===== src/rtl/byte_sub_serial_if.sv =====
// Handshake and operand/result bundle for byte_sub_serial.
// The master side issues start with operands; the slave side returns busy/done and the result.
interface byte_sub_serial_if #(
  parameter int WIDTH = 8
);
  logic             start;
  logic [WIDTH-1:0] A;
  logic [WIDTH-1:0] B;
  logic             Bin;
  logic             busy;
  logic             done;
  logic [WIDTH-1:0] Diff;
  logic             Bout;
  logic             overflow;

  modport master (
    output start, A, B, Bin,
    input  busy, done, Diff, Bout, overflow
  );

  modport slave (
    input  start, A, B, Bin,
    output busy, done, Diff, Bout, overflow
  );
endinterface


===== src/rtl/byte_sub_serial.sv =====
// Bit-serial subtractor: Diff = A - B - Bin, LSB first, one full-subtractor cell per clock.
// Define BYTE_SUB_OVF_EN to register a signed overflow flag; otherwise overflow is tied low.
module byte_sub_serial #(
  parameter int WIDTH = 8
) (
  input  logic              clock,
  input  logic              reset,
  byte_sub_serial_if.slave  bus
);

  localparam int CW = (WIDTH > 1) ? $clog2(WIDTH) : 1;

  typedef enum logic [1:0] {
    IDLE = 2'd0,
    RUN  = 2'd1,
    DONE = 2'd2
  } state_t;

  state_t           state_q, state_d;
  logic [CW-1:0]    cnt_q;
  logic [WIDTH-1:0] a_sr, b_sr, res_q;
  logic             br_q, bout_q;
  logic             bit_a, bit_b, d, br_next;
  logic             last_bit, capture;

  // One full-subtractor cell working on the current LSBs.
  assign bit_a    = a_sr[0];
  assign bit_b    = b_sr[0];
  assign d        = bit_a ^ bit_b ^ br_q;
  assign br_next  = (~bit_a & bit_b) | (~(bit_a ^ bit_b) & br_q);
  assign last_bit = (cnt_q == CW'(WIDTH - 1));

  // NOTE: every output of this block is given a default first so no path
  // leaves a signal unassigned, which would otherwise infer a latch.
  always_comb begin
    state_d = state_q;
    capture = 1'b0;
    case (state_q)
      IDLE: begin
        if (bus.start) begin
          capture = 1'b1;
          state_d = RUN;
        end
      end
      RUN: begin
        if (last_bit) state_d = DONE;
      end
      DONE: begin
        if (bus.start) begin
          capture = 1'b1;
          state_d = RUN;
        end else begin
          state_d = IDLE;
        end
      end
      default: state_d = IDLE;
    endcase
  end

  // NOTE: sequential state uses non-blocking assignments so every flop
  // samples the pre-edge values regardless of statement order.
  always_ff @(posedge clock or posedge reset) begin
    if (reset) state_q <= IDLE;
    else       state_q <= state_d;
  end

  // The result register is only touched on RUN edges, so Diff stays stable
  // from DONE until the next operation starts shifting.
  always_ff @(posedge clock or posedge reset) begin
    if (reset) begin
      a_sr   <= '0;
      b_sr   <= '0;
      res_q  <= '0;
      br_q   <= 1'b0;
      bout_q <= 1'b0;
      cnt_q  <= '0;
    end else if (capture) begin
      a_sr  <= bus.A;
      b_sr  <= bus.B;
      br_q  <= bus.Bin;
      cnt_q <= '0;
    end else if (state_q == RUN) begin
      a_sr  <= a_sr >> 1;
      b_sr  <= b_sr >> 1;
      res_q <= {d, res_q[WIDTH-1:1]};
      br_q  <= br_next;
      cnt_q <= cnt_q + CW'(1);
      if (last_bit) bout_q <= br_next;
    end
  end

`ifdef BYTE_SUB_OVF_EN
  logic a_msb_q, b_msb_q, ovf_q;

  // Operand sign bits are saved at capture because the shift registers have
  // moved them to bit 0 by the time the final result bit is produced.
  always_ff @(posedge clock or posedge reset) begin
    if (reset) begin
      a_msb_q <= 1'b0;
      b_msb_q <= 1'b0;
      ovf_q   <= 1'b0;
    end else if (capture) begin
      a_msb_q <= bus.A[WIDTH-1];
      b_msb_q <= bus.B[WIDTH-1];
    end else if (state_q == RUN && last_bit) begin
      ovf_q <= (a_msb_q ^ b_msb_q) & (d ^ a_msb_q);
    end
  end

  assign bus.overflow = ovf_q;
`else
  assign bus.overflow = 1'b0;
`endif

  assign bus.busy = (state_q == RUN);
  assign bus.done = (state_q == DONE);
  assign bus.Diff = res_q;
  assign bus.Bout = bout_q;

endmodule


===== src/flat_wrapper.sv =====
// flat-port wrapper written by rule: the top's interface ports become plain ports
module byte_sub_serial_flat 
#(
  parameter int WIDTH = 8
)
  (clock, reset, bus_start, bus_A, bus_B, bus_Bin, bus_busy, bus_done, bus_Diff, bus_Bout, bus_overflow);
  byte_sub_serial_if #(.WIDTH(WIDTH)) bus_i ();
  input  logic clock;
  input  logic reset;
  input wire logic [$bits(bus_i.start)-1:0] bus_start;
  input wire logic [$bits(bus_i.A)-1:0] bus_A;
  input wire logic [$bits(bus_i.B)-1:0] bus_B;
  input wire logic [$bits(bus_i.Bin)-1:0] bus_Bin;
  output wire logic [$bits(bus_i.busy)-1:0] bus_busy;
  output wire logic [$bits(bus_i.done)-1:0] bus_done;
  output wire logic [$bits(bus_i.Diff)-1:0] bus_Diff;
  output wire logic [$bits(bus_i.Bout)-1:0] bus_Bout;
  output wire logic [$bits(bus_i.overflow)-1:0] bus_overflow;
  assign bus_i.start = bus_start;
  assign bus_i.A = bus_A;
  assign bus_i.B = bus_B;
  assign bus_i.Bin = bus_Bin;
  assign bus_busy = bus_i.busy;
  assign bus_done = bus_i.done;
  assign bus_Diff = bus_i.Diff;
  assign bus_Bout = bus_i.Bout;
  assign bus_overflow = bus_i.overflow;
  byte_sub_serial #(.WIDTH(WIDTH)) u_core (.clock(clock), .reset(reset), .bus(bus_i));
endmodule

===== config.mk =====
export PLATFORM = sky130hd
export DESIGN_NAME = byte_sub_serial_flat
export DESIGN_NICKNAME = d
export VERILOG_FILES = /design/src/rtl/byte_sub_serial_if.sv /design/src/rtl/byte_sub_serial.sv /design/src/flat_wrapper.sv
export SDC_FILE = /design/constraint.sdc
export NUM_CORES = 1
export LEC_CHECK = 0
export ABC_AREA = 1
export ABC_CLOCK_PERIOD_IN_PS = 1200
export CAP_MARGIN = 0
export CORE_UTILIZATION = 51
export DETAILED_ROUTE_END_ITERATION = 6
export DONT_BUFFER_PORTS = 1
export PLACE_DENSITY = 0.73
export SLEW_MARGIN = 20
export SYNTH_ARGS = -nofsm -noshare
export SYNTH_HDL_FRONTEND = slang
export SYNTH_SLANG_ARGS = --single-unit

===== constraint.sdc =====
create_clock -name clock -period 1.2 [get_ports clock]
set_input_delay 0.12 -clock clock [delete_from_list [all_inputs] [get_ports clock]]
set_output_delay 0.12 -clock clock [all_outputs]
set_load 0.05 [all_outputs]

# Yosys cells after proc, flatten, opt, wreduce, memory -nomap -nowiden
# Cells that the tools add are included.
[word_totals] regBits=31 in_bits=20 word_cells=41
[op_classes] addsub=1 n_eq_ne=5 muxes=14 bitwise_logic=8 n_reduce_logical=6
[ops] op="8-bit two-way mux" n=4
[ops] op="3-bit two-way mux" n=2
[ops] op="2-bit case mux with 3 select lines" n=1
[ops] op="1-bit two-way mux" n=5
[ops] op="2-bit two-way mux" n=2
[ops] op="2-bit AND reduction" n=2
[ops] op="3-bit by 1-bit adder with 3-bit output, second input constant" n=1
[ops] op="3-bit equality test, second input constant" n=1
[ops] op="1-bit NOT" n=3
[ops] op="3-bit AND reduction" n=1
[ops] op="1-bit AND" n=2
[ops] op="2-bit by 1-bit equality test with 1-bit output, second input constant" n=1
[ops] op="2-bit equality test, second input constant" n=1
[ops] op="2-bit logical NOT" n=1
[ops] op="2-bit by 1-bit inequality test with 1-bit output, second input constant" n=1
[ops] op="2-bit inequality test, second input constant" n=1
[ops] op="2-bit nonzero test" n=1
[ops] op="2-bit OR reduction" n=1
[ops] op="1-bit bitwise XOR" n=2
[ops] op="1-bit OR" n=1

# Logic depth before layout (Yosys ltp)
[logic_depth] ltp_word=6 depth_mapped=7 depth_no_buf=7

# Worst setup path after synthesis
# Ideal clock, no wire load.
[synth_path] path_kind="register to output" startpoint="register u_core.state_q[0]" endpoint="output bus_done" t_arrival_ns=1.203 required_time_ns=1.080 path_slack_ns=-0.123 path_stages_with_launch=3 path_cell_list="dfrtp_1 > buf_4 > nor2_1"
[synth_between] elab_chain_cells=1
[synth_rtl] item="from (decl)" line_no="byte_sub_serial.sv:19" source="state_t state_q, state_d;"
[synth_rtl] item="from (signal assigned)" line_no="byte_sub_serial.sv:64" source="else state_q <= state_d;"
[synth_rtl] item="2-bit equality test" line_no="byte_sub_serial.sv:116" source="assign bus.done = (state_q == DONE);"
[synth_rtl] item="to (decl)" line_no="flat_wrapper.sv:15" source="output wire logic [$bits(bus_i.done)-1:0] bus_done;"
# No other way between the ends.

# Worst setup path in the final report
# Same ends and word-level chain as after synthesis.

==> results.sh <==
export IMPL_placed_cells=236
export IMPL_grtUsageTotal_pct=21.1
export IMPL_drive_gt1_share_pct=19.9
export IMPL_die_h_um=56.6
export IMPL_hold_depth=3
export IMPL_synth_area_mm2=0.00152
export IMPL_drc=0
export IMPL_clock_fmax_ghz=0.786
export IMPL_pre_cts_slack_ns=0.0390
export IMPL_min_path_type="primary input to flop"
export IMPL_clock_sinks=31
export IMPL_hold_viol=0
export IMPL_synth_top_area_share_pct=51.0
export IMPL_switchingPower_mw=2.61
export IMPL_outcome="finished, violations left"
export IMPL_coreArea_mm2=0.00278
export IMPL_period_minus_slack_ns=1.27
export IMPL_startpoint_type="flop"
export IMPL_ys_top_cells_by_area="dfrtp_1 51%, nand2_1 22%, nand3_1 7.2%"
export IMPL_path_clk_slew_ns=0.09
export IMPL_ys_flop_type="dfrtp_1"
export IMPL_setup_violations=2
export IMPL_arrival_ns=1.15
export IMPL_worstSetupPathType="flop to output port"
export IMPL_rr_worst_depth=4
export IMPL_synth_most_common_cell="nand2_1"
export IMPL_ir_drop_uv=2430
export IMPL_n_antenna_cell=0
export IMPL_die_area_mm2=0.00320
export IMPL_clock_root_buffer="clkbuf_4"
export IMPL_drtPass1Iterations=4
export IMPL_setup_slack_ns=-0.0724
export IMPL_clkPwrFrac_pct=14.7
export IMPL_seq_area_frac_synth_pct=51.0
export IMPL_synth_edff_count=0
export IMPL_min_delay_start="bus_start"
export IMPL_fin_nets=253
export IMPL_ys_types=19
export IMPL_fill_cells=216
export IMPL_reg2reg_to="u_core.bus.Diff[7]"
export IMPL_fp_dieW_um=56.6
export IMPL_via_count=1293
export IMPL_syn_inst=195
export IMPL_async_reset_ff_share_pct=100
export IMPL_vias_per_cell=4.94
export IMPL_grt_overflow=0
export IMPL_violations="setup timing"
export IMPL_hpwl_um=2030
export IMPL_fin_setup_tns_ns=-0.0774
export IMPL_p_int_mw=3.18
export IMPL_share_comb_of_total_power_pct=53.3
export IMPL_avgSynthCellArea_um2=7.80
export IMPL_io_buffers=0
export IMPL_end_kind="output port"
export IMPL_max_stage_delay_ns=0.45
export IMPL_critPathRequiredTime_ns=1.08
export IMPL_insertion_delay_ns=0.33
export IMPL_core_rowCount=19
export IMPL_power_leakage_nw=1.10
export IMPL_r2r_slack_ns=0.05
export IMPL_grt_max_degree=32
export IMPL_numCtsBuffers=5
export IMPL_stdcell_count=262
export IMPL_grt_pass1_vias=1222
export IMPL_h_tree_depth=2
export IMPL_wl_um=3110
export IMPL_powerDensity_mw_per_mm2=2930
export IMPL_wl_per_cell_um=11.9
export IMPL_rr_startpoint="u_core.b_sr[0]"
export IMPL_start_util_pct=54.7
export IMPL_design_area_mm2=0.00197
export IMPL_synthTopCellsByCount="89 x nand2_1, 31 x dfrtp_1, 28 x inv_1, 22 x nand3_1"
export IMPL_pwr_share_seq_pct=32.1
export IMPL_worstHoldEndpoint="u_core.b_sr[2]"
export IMPL_critical_path_slowest_cell="dfrtp_2"
export IMPL_finalCritPeriodShare_pct=106
export IMPL_gp_congestion=0.780
export IMPL_yosys_area_top_type="dfrtp_1"
export IMPL_clockBufferDepth=2
export IMPL_worstPathCellList="buf_6, nor2_4, buf_12"
export IMPL_swShare_pct=45.1
export IMPL_yosysWarnings=0
export IMPL_first_iter_violations=37
export IMPL_ys_ff_latch=31
export IMPL_grt_antenna_before_repair=0
export IMPL_rsz0062_at_grt="yes"
export IMPL_crit_start="u_core.state_q[0]"
export IMPL_crit_fanout=4
export IMPL_synth_nets=218
export IMPL_cts_tree="done"
export IMPL_p_total_mw=5.79
export IMPL_ant_nets=0
export IMPL_drv_slew=0
export IMPL_cap_viol_max_count=0
export IMPL_syn_to_final_growth_pct=29.9
export IMPL_grt_pass1_wl_um=5140
export IMPL_io_pins=32
export IMPL_place_area_mm2=0.00168
export IMPL_fin_worst_skew_ns=0.00713
## area by class of cell
class                   count  area (µm²)  area share (%)
flip-flops and latches     31         778            39.4
clock inverters             2        35.0            1.77
multi-input cells         128         631            31.9
clock buffers               6        51.3            2.60
repair buffers             33         312            15.8
well taps                  31        38.8            1.96
inverters                  31         129            6.53
## registers in the layout (all words and copies together), names as in the netlist
name / flops
u_core.a_sr: 8
u_core.b_sr: 8
u_core.br_q: 1
u_core.bus.Bout: 1
u_core.bus.Diff: 8
u_core.cnt_q: 3
u_core.state_q: 2
## critical path: cells and delay by family (launching register included)
kind                   cells  cell delay, ns
DFF                        1            0.45
and+or+nand+nor            1            0.09
buffers and inverters      2            0.28
## kinds of logic (layout without fill, tap and decap cells)
logic type,Yosys count,after routing,share of synthesized area (%)
simple gates,119,120,33.6
fa+ha+maj,3,3,2.96
buf+inv,37,72,10.9
flops,31,31,51.0
compound gates,4,4,1.32
other cells,1,1,0.247
## worst max path at each step
stage	slack (ns)	endpoint	cells past startpoint
6_report	-0.07	bus_done	3
5_1_grt	-0.12	bus_done	3
4_1_cts	-0.08	bus_busy	4
3_5_place_dp	0.04	u_core.br_q	6
3_3_place_gp	0.08	u_core.bus.Diff[7]	4
2_1_floorplan	0.09	u_core.cnt_q[1]	5
## timing repair
action | 4_1_cts | 5_1_grt
pin swaps | 2 | 3
hold buffers | 11 | 0
setup endpoints to repair | 2 | 22
gates cloned | 0 | 1
buffers inserted | 6 | 1
resized for setup | 7 | 10
hold endpoints to repair | 42 | 0
## cell usage in the layout (no fill, tap or decap), types with 2 or more instances in the layout
cell,n
buf_12,2
buf_4,17
buf_6,3
clkbuf_4,5
dfrtp_1,29
dfrtp_2,2
dlygate4sd3_1,11
inv_1,26
inv_2,2
inv_4,2
nand2_1,89
nand2_8,3
nand3_1,22
nor2_1,2
nor2_4,3
o21ai_0,2
## stage by stage
stage | hold slack, ns | util (%)
after CTS | 0.00306 | 69.8
after global routing | 0.0177 | 71.0
final | 0.00728 | 71.0
after floorplan | 0.224 | -
after global placement | 0.107 | 60.2
after detailed placement | 0.120 | 60.2
## metal layers
metal / part of all wire, % / routed length (µm) / vias to the layer above / GRT usage (%)
met2: 49 / 1520 / 32 / 33.6
li1: - / - / 649 / -
met1: 45 / 1410 / 607 / 26.8
met4: 1.1 / 34 / 0 / 8.36
met5: 0 / 0 / - / 0
met3: 4.6 / 144 / 5 / 6.45
## power groups by stage
stage | combinational [mW] | clock [mW] | sequential, mW
detailed placement | 2.76 | 0 | 1.86
finish | 3.08 | 0.849 | 1.85
global route | 3.40 | 0.911 | 1.92
CTS | 2.98 | 0.872 | 1.84
floorplan | 1.57 | 0 | 2.23
global placement | 2.66 | 0 | 1.84
(Power assumes the default switching activity.)
